### src/rtl/bus_master_if.sv
// Master-side bus between bus_master and a crossbar port.
// The master drives the request, command, address and write data; the slave returns ack and read data.
interface bus_master_if;
    logic        req;
    logic [31:0] addr;
    logic        cmd;
    logic [31:0] wdata;
    logic        ack;
    logic [31:0] rdata;

    modport master (output req, addr, cmd, wdata, input  ack, rdata);
    modport slave  (input  req, addr, cmd, wdata, output ack, rdata);
endinterface

### src/rtl/bus_master.sv
// Bus exerciser: writes NUM_TXN incrementing words over an address window, reads each back,
// counts mismatches and flags ack timeouts.
module bus_master #(
    parameter logic [31:0] ADDR_BASE = 32'h0000_0000,
    parameter logic [31:0] ADDR_STEP = 32'h8000_0001,
    parameter int unsigned NUM_TXN   = 16,
    parameter logic [31:0] SEED      = 32'h1111_1111,
    parameter int unsigned TIMEOUT   = 255
) (
    input  logic         clk,
    input  logic         reset,
    input  logic         start,
    bus_master_if.master bus,
    output logic         busy,
    output logic         done,
    output logic [15:0]  err_cnt,
    output logic         timeout
);

    typedef enum logic [2:0] {IDLE, WR_REQ, RD_REQ, RD_DATA, DONE} state_t;

    localparam logic [15:0] LAST_IDX = 16'(NUM_TXN - 1);
    localparam logic [15:0] WAIT_MAX = 16'(TIMEOUT - 1);

    state_t      state_q, state_d;
    logic [31:0] addr_q, addr_d;
    logic [31:0] wdata_q, wdata_d;
    logic [15:0] idx_q, idx_d;
    logic [15:0] wait_q, wait_d;
    logic [15:0] err_q, err_d;
    logic        tmo_q, tmo_d;

    always_ff @(posedge clk or negedge reset) begin
        if (!reset) begin
            state_q <= IDLE;
            addr_q  <= ADDR_BASE;
            wdata_q <= SEED;
            idx_q   <= '0;
            wait_q  <= '0;
            err_q   <= '0;
            tmo_q   <= 1'b0;
        end else begin
            state_q <= state_d;
            addr_q  <= addr_d;
            wdata_q <= wdata_d;
            idx_q   <= idx_d;
            wait_q  <= wait_d;
            err_q   <= err_d;
            tmo_q   <= tmo_d;
        end
    end

    always_comb begin
        state_d = state_q;
        addr_d  = addr_q;
        wdata_d = wdata_q;
        idx_d   = idx_q;
        wait_d  = wait_q;
        err_d   = err_q;
        tmo_d   = tmo_q;
        case (state_q)
            IDLE: begin
                if (start) begin
                    err_d   = '0;
                    tmo_d   = 1'b0;
                    idx_d   = '0;
                    wait_d  = '0;
                    addr_d  = ADDR_BASE;
                    wdata_d = SEED;
                    state_d = WR_REQ;
                end
            end
            // ack is tested before expiry so a last-cycle ack still completes the request
            WR_REQ, RD_REQ: begin
                if (bus.ack) begin
                    wait_d  = '0;
                    state_d = (state_q == WR_REQ) ? RD_REQ : RD_DATA;
                end else if (wait_q == WAIT_MAX) begin
                    tmo_d   = 1'b1;
                    state_d = DONE;
                end else begin
                    wait_d = wait_q + 16'd1;
                end
            end
            RD_DATA: begin
                if ((bus.rdata != wdata_q) && (err_q != '1)) begin
                    err_d = err_q + 16'd1;
                end
                if (idx_q == LAST_IDX) begin
                    state_d = DONE;
                end else begin
                    idx_d   = idx_q + 16'd1;
                    addr_d  = addr_q + ADDR_STEP;
                    wdata_d = wdata_q + 32'd1;
                    wait_d  = '0;
                    state_d = WR_REQ;
                end
            end
            DONE:    state_d = IDLE;
            default: state_d = IDLE;
        endcase
    end

    assign bus.req   = (state_q == WR_REQ) || (state_q == RD_REQ);
    assign bus.cmd   = (state_q == WR_REQ);
    assign bus.addr  = addr_q;
    assign bus.wdata = wdata_q;
    assign busy      = (state_q == WR_REQ) || (state_q == RD_REQ) || (state_q == RD_DATA);
    assign done      = (state_q == DONE);
    assign err_cnt   = err_q;
    assign timeout   = tmo_q;

endmodule

### src/flat_wrapper.sv
// flat-port wrapper written by rule: the top's interface ports become plain ports
module bus_master_flat 
#(
    parameter logic [31:0] ADDR_BASE = 32'h0000_0000,
    parameter logic [31:0] ADDR_STEP = 32'h8000_0001,
    parameter int unsigned NUM_TXN   = 16,
    parameter logic [31:0] SEED      = 32'h1111_1111,
    parameter int unsigned TIMEOUT   = 255
)
  (clk, reset, start, busy, done, err_cnt, timeout, bus_req, bus_addr, bus_cmd, bus_wdata, bus_ack, bus_rdata);
  bus_master_if bus_i ();
  input  logic clk;
  input  logic reset;
  input  logic start;
  output logic busy;
  output logic done;
  output logic [15:0] err_cnt;
  output logic timeout;
  output wire logic [$bits(bus_i.req)-1:0] bus_req;
  output wire logic [$bits(bus_i.addr)-1:0] bus_addr;
  output wire logic [$bits(bus_i.cmd)-1:0] bus_cmd;
  output wire logic [$bits(bus_i.wdata)-1:0] bus_wdata;
  input wire logic [$bits(bus_i.ack)-1:0] bus_ack;
  input wire logic [$bits(bus_i.rdata)-1:0] bus_rdata;
  assign bus_req = bus_i.req;
  assign bus_addr = bus_i.addr;
  assign bus_cmd = bus_i.cmd;
  assign bus_wdata = bus_i.wdata;
  assign bus_i.ack = bus_ack;
  assign bus_i.rdata = bus_rdata;
  bus_master #(.ADDR_BASE(ADDR_BASE), .ADDR_STEP(ADDR_STEP), .NUM_TXN(NUM_TXN), .SEED(SEED), .TIMEOUT(TIMEOUT)) u_core (.clk(clk), .reset(reset), .start(start), .bus(bus_i), .busy(busy), .done(done), .err_cnt(err_cnt), .timeout(timeout));
endmodule
### config.mk
export PLATFORM = sky130hd
export DESIGN_NAME = bus_master_flat
export DESIGN_NICKNAME = d
export VERILOG_FILES = /design/src/rtl/bus_master_if.sv /design/src/rtl/bus_master.sv /design/src/flat_wrapper.sv
export SDC_FILE = /design/constraint.sdc
export NUM_CORES = 1
export LEC_CHECK = 0
export ABC_AREA = 1
export BUFFER_PORTS_ARGS = -buffer_cell sky130_fd_sc_hd__buf_2
export CORE_ASPECT_RATIO = 1.75
export CORE_UTILIZATION = 50
export DETAILED_ROUTE_END_ITERATION = 12
export HOLD_SLACK_MARGIN = 0.15
export PLACE_DENSITY_LB_ADDON = 0.12
export SLEW_MARGIN = 30
export SYNTH_ARGS = -nofsm -noshare
export SYNTH_HDL_FRONTEND = slang
export SYNTH_SLANG_ARGS = --single-unit
### constraint.sdc
create_clock -name clk -period 4.5 [get_ports clk]
set_input_delay 0.225 -clock clk [delete_from_list [all_inputs] [get_ports clk]]
set_output_delay 0.225 -clock clk [all_outputs]
set_load 0.01 [all_outputs]
==> metrics.md <==
| Metric | Value |
|---|---|
| Status | finished clean |
| Antenna fix cells | 0 |
| Post-Place Setup Slack | 2070 ps |
| Cell leakage power | about 4.2 nW |
| Share of cells above drive strength 1 | ~15% |
| Number of H-tree levels | 4 |
| Worst slew slack as a fraction of its limit | 48.6% |
| Total nets after synthesis | 1182 |
| 1st-iter DRT viols | between 400 and 500 |
| Number of nets in the finished design | 1297 |
| Max cap viols | 0 |
| Number of synthesized flops with an enable pin | 0 |
| Number of sinks handled by clock tree synthesis | 116 |
| Worst path cell trace | nand2_1, nor2_4, o21ai_2, inv_2, nand2_4, inv_2, buf_4, nand4_1, o21ai_0 |
| Multiplexer share of the synthesized area | 0% |
| Critical Path Start | u_core.state_q[1] |
| Leftover overflow at the end of global routing | 0 |
| Fin. Hold Viols | 0 |
| Total GRT Usage | roughly 28% |
| Count of port buffers added during placement | 120 |
| Number of hold buffers added after CTS | 1 |
| HP Start | bus_ack |
| CP Data Arrival Time | approximately 2800 ps |
| TritonRoute pass-1 iters | 5 |
| Die Wd | roughly 96 um |
| Flip-flop and latch count after synthesis | 116 |
| Highest Clock Rate | between 0.4 and 0.5 GHz |
| DR vias/cell | ~5.3 |
| Reg2Reg Depth | 9 |
| Cell row count | between 50 and 60 |
| CTS tree | yes |
| Delay contributed by the slowest stage of the critical path | approximately 560 ps |
| Total of endpoints with negative setup slack in the final report | 0 |
| DRC viols | 0 |
| Clock Tree Root | sky130_fd_sc_hd__clkbuf_16 |
| Unrepaired setup endpoints after global routing | no |
| DIE AREA | roughly 0.016 mm2 |
| Total number of vias | 7733 |
| Endpoint type of the worst setup path | flop |
| Required time worst endpoint | 4830 ps |
| Setup repair bufs after CTS | 0 |
| Layout Area Growth over Synthesis | 17.1% |
| Instance count along the most critical hold path | 2 |
| Kind of critical path | reg -> reg |
| Core area | 0.0150 mm2 |
| Hold Crit Class | in -> reg |
| Critical-path maximum fanout | 45 |
| Max Buffers Root-to-Sink | 2 |
| Fraction of the mapped netlist area in adder cells | 0.971% |
| Vertical die dimension | about 170 um |
| WL final | approximately 22 mm |
| Gp weighted congestion | roughly 0.92 |
| Synth warn | 0 |
| Max Transition Viols Final | 0 |
| Max stage delay cell, worst path | sky130_fd_sc_hd__inv_2 |
| Worst Clk Skew | a little over 10 ps |
| Most numerous cell on the critical path | sky130_fd_sc_hd__inv_2 |
| Async SR Flop Fraction | 100% |
| Number of distinct library cells after synthesis | between 40 and 50 |
| Initial antenna violation count | 0 |
| Synthesized-area fraction occupied by ao, oa, aoi and oai cells | about 8.2% |
| Largest net degree at the start of global routing | 71 |
| TNS Setup | 0 ps |
| Number of buffers added by the clock tree synthesis step | 17 |
| Skew-Pair Late Insertion Delay | 420 ps |
| Initial standard-cell utilization of the core | 51.6% |
| Post-layout worst setup margin | 2070 ps |
| Prevailing post-synth register cell | sky130_fd_sc_hd__dfrtp_1 |
| Ports placed on the boundary | ~120 |
| Average wire length per cell after detail routing | around 15 um |
| Combined area of all synthesized cells | a little under 0.008 mm2 |
| Fraction of the yosys area taken by sequential cells | between 30% and 40% |
| Post-Syn Instances | 1140 |
| Number of nets still failing antenna checks after routing | 0 |
| Crit share post-route | 54.1% |
| PD cells | around 430 mW/mm2 |
| Post-Synth XOR/XNOR Area | 7.36% |
| Fin crit period | roughly 2400 ps |
| Maximum vdd drop | 0.788 mV |
| Type of origin of the critical path | flop |
| Final HPWL from detailed placement | roughly 16 mm |
| Dominant combinational cell family by area after synthesis | simple AND/OR/NAND/NOR gates |
| Simple-Gate Fraction of Synth Area | between 30% and 40% |
| Number of global-route vias before repair | ~7.4k |
| Tightest Pin Transition | 771 ps |
| Mapped Avg Cell Area | just under 7 um2 |
| First-pass GRT wire length | about 35 mm |
| Reg2reg start | u_core.state_q[1] |
| Post-CTS clock slew at the launch and capture registers of the worst setup and hold paths | 60 ps |
| Count of cells resized by post-cts repair | 0 |
registers in the layout, indices dropped and copies added (netlist names):
register	cells
u_core.err_cnt	16
u_core.wait_q	16
u_core.idx_q	16
u_core.state_q	3
u_core.bus.addr	32
u_core.bus.wdata	32
u_core.timeout	1
critical path, delay by kind of cell (launching register included):
family | cells | cell delay (ps)
buf+inv | 3 | 1030
flops | 1 | 400
simple gates | 4 | 720
compound gates | 2 | 180
stage by stage:
| step | cell area, um2 | hold slack, ps | util, % | total power, mW | cells |
|---|---|---|---|---|---|
| after global placement | 8460 | 214 | 56.4 | 2.61 | 1418 |
| final | 9050 | 180 | 60.4 | 3.93 | 1451 |
| after CTS | 9050 | 174 | 60.4 | 3.96 | 1451 |
| after floorplan | 7730 | -70.6 | - | 2.25 | 1140 |
| after global routing | 9050 | 208 | 60.4 | 4.17 | 1451 |
| after detailed placement | 8460 | 226 | 56.4 | 2.62 | 1418 |
cell usage in the layout (no fill, tap or decap), types with 17 or more instances in the layout:
master                      instances
sky130_fd_sc_hd__nand2_1          345
sky130_fd_sc_hd__nor2_1           138
sky130_fd_sc_hd__inv_1            119
sky130_fd_sc_hd__buf_2            119
sky130_fd_sc_hd__dfrtp_1          108
sky130_fd_sc_hd__nand3_1           83
sky130_fd_sc_hd__nor3_1            56
sky130_fd_sc_hd__o21ai_0           39
sky130_fd_sc_hd__xnor2_1           33
sky130_fd_sc_hd__xor2_1            32
sky130_fd_sc_hd__o21ai_1           31
sky130_fd_sc_hd__nand4_1           27
sky130_fd_sc_hd__clkbuf_16         17
power by group:
| part | leakage (nW) | internal [mW] | switching (mW) |
|---|---|---|---|
| Sequential | 1.58 | 1.16 | 0.129 |
| Clock | 0.279 | 0.854 | 0.478 |
| Combinational | 2.32 | 0.322 | 0.994 |
| Total | 4.18 | 2.33 | 1.60 |
cell type report:
class                           count  area [um2]
Clock buffer                       23         478
Clock inverter                      9         103
Fill cell                        1486        5940
Inverter                          127         477
Multi-Input combinational cell    864        4180
Sequential cell                   116        2910
Tap cell                          183         229
Timing Repair Buffer              129         673
routing by layer:
metal  wire length (um)  global-route usage, %  vias up
met5                  0                      0        -
met4                814                   13.2        0
met3                942                   4.66       64
met2              11400                   50.4      215
met1               8420                   32.0     3551
li1                   -                      -     3903
synth_stat cells, types with 2 or more instances:
cell                       count  area (um2)
sky130_fd_sc_hd__buf_4         3        22.5
sky130_fd_sc_hd__xor2_1       32         280
sky130_fd_sc_hd__o31ai_1      10        75.1
sky130_fd_sc_hd__nand3_2       3        30.0
sky130_fd_sc_hd__nand2_1     345        1290
sky130_fd_sc_hd__clkbuf_1     10        37.5
sky130_fd_sc_hd__dfrtp_1     108        2700
sky130_fd_sc_hd__nor2_2        6        37.5
sky130_fd_sc_hd__nor3b_1       4        30.0
sky130_fd_sc_hd__a21oi_1      13        65.1
sky130_fd_sc_hd__nand3_1      83         415
sky130_fd_sc_hd__nor4_1        4        25.0
sky130_fd_sc_hd__nor3_1       56         280
sky130_fd_sc_hd__ha_1          6        75.1
sky130_fd_sc_hd__inv_2         8        30.0
sky130_fd_sc_hd__o21a_1        2        15.0
sky130_fd_sc_hd__o21ai_0      39         195
sky130_fd_sc_hd__o21ai_1      31         155
sky130_fd_sc_hd__nand3b_1      4        30.0
sky130_fd_sc_hd__buf_1         2        7.51
sky130_fd_sc_hd__dfstp_2       8         210
sky130_fd_sc_hd__a21o_1        2        15.0
sky130_fd_sc_hd__o22ai_1      11        68.8
sky130_fd_sc_hd__nor2_1      138         518
sky130_fd_sc_hd__xnor2_1      33         289
sky130_fd_sc_hd__or2_2         4        25.0
sky130_fd_sc_hd__inv_1       119         447
sky130_fd_sc_hd__nand4_1      27         169
sky130_fd_sc_hd__clkbuf_2      3        15.0
sky130_fd_sc_hd__buf_2        14        70.1
sky130_fd_sc_hd__nand2_2       2        12.5
cells by family (layout without fill, tap and decap cells):
group	Yosys count	after routing
flops	116	116
fa+ha+maj	6	6
buf+inv	160	288
xor+xnor	65	65
simple gates	680	680
compound gates	113	113
path summary, 6_finish.rpt:
check / endpoint / slack [ps]
setup / recovery: u_core.bus.wdata[13] / 2070
hold / removal: u_core.wait_q[11] / 180
setup reg to reg: u_core.bus.wdata[13] / 2070
hold reg to reg: u_core.timeout / 480
max in group asynchronous: u_core.bus.wdata[19] / 3150
min in group asynchronous: u_core.bus.addr[26] / 310
Power figures use the tool's default switching activity.
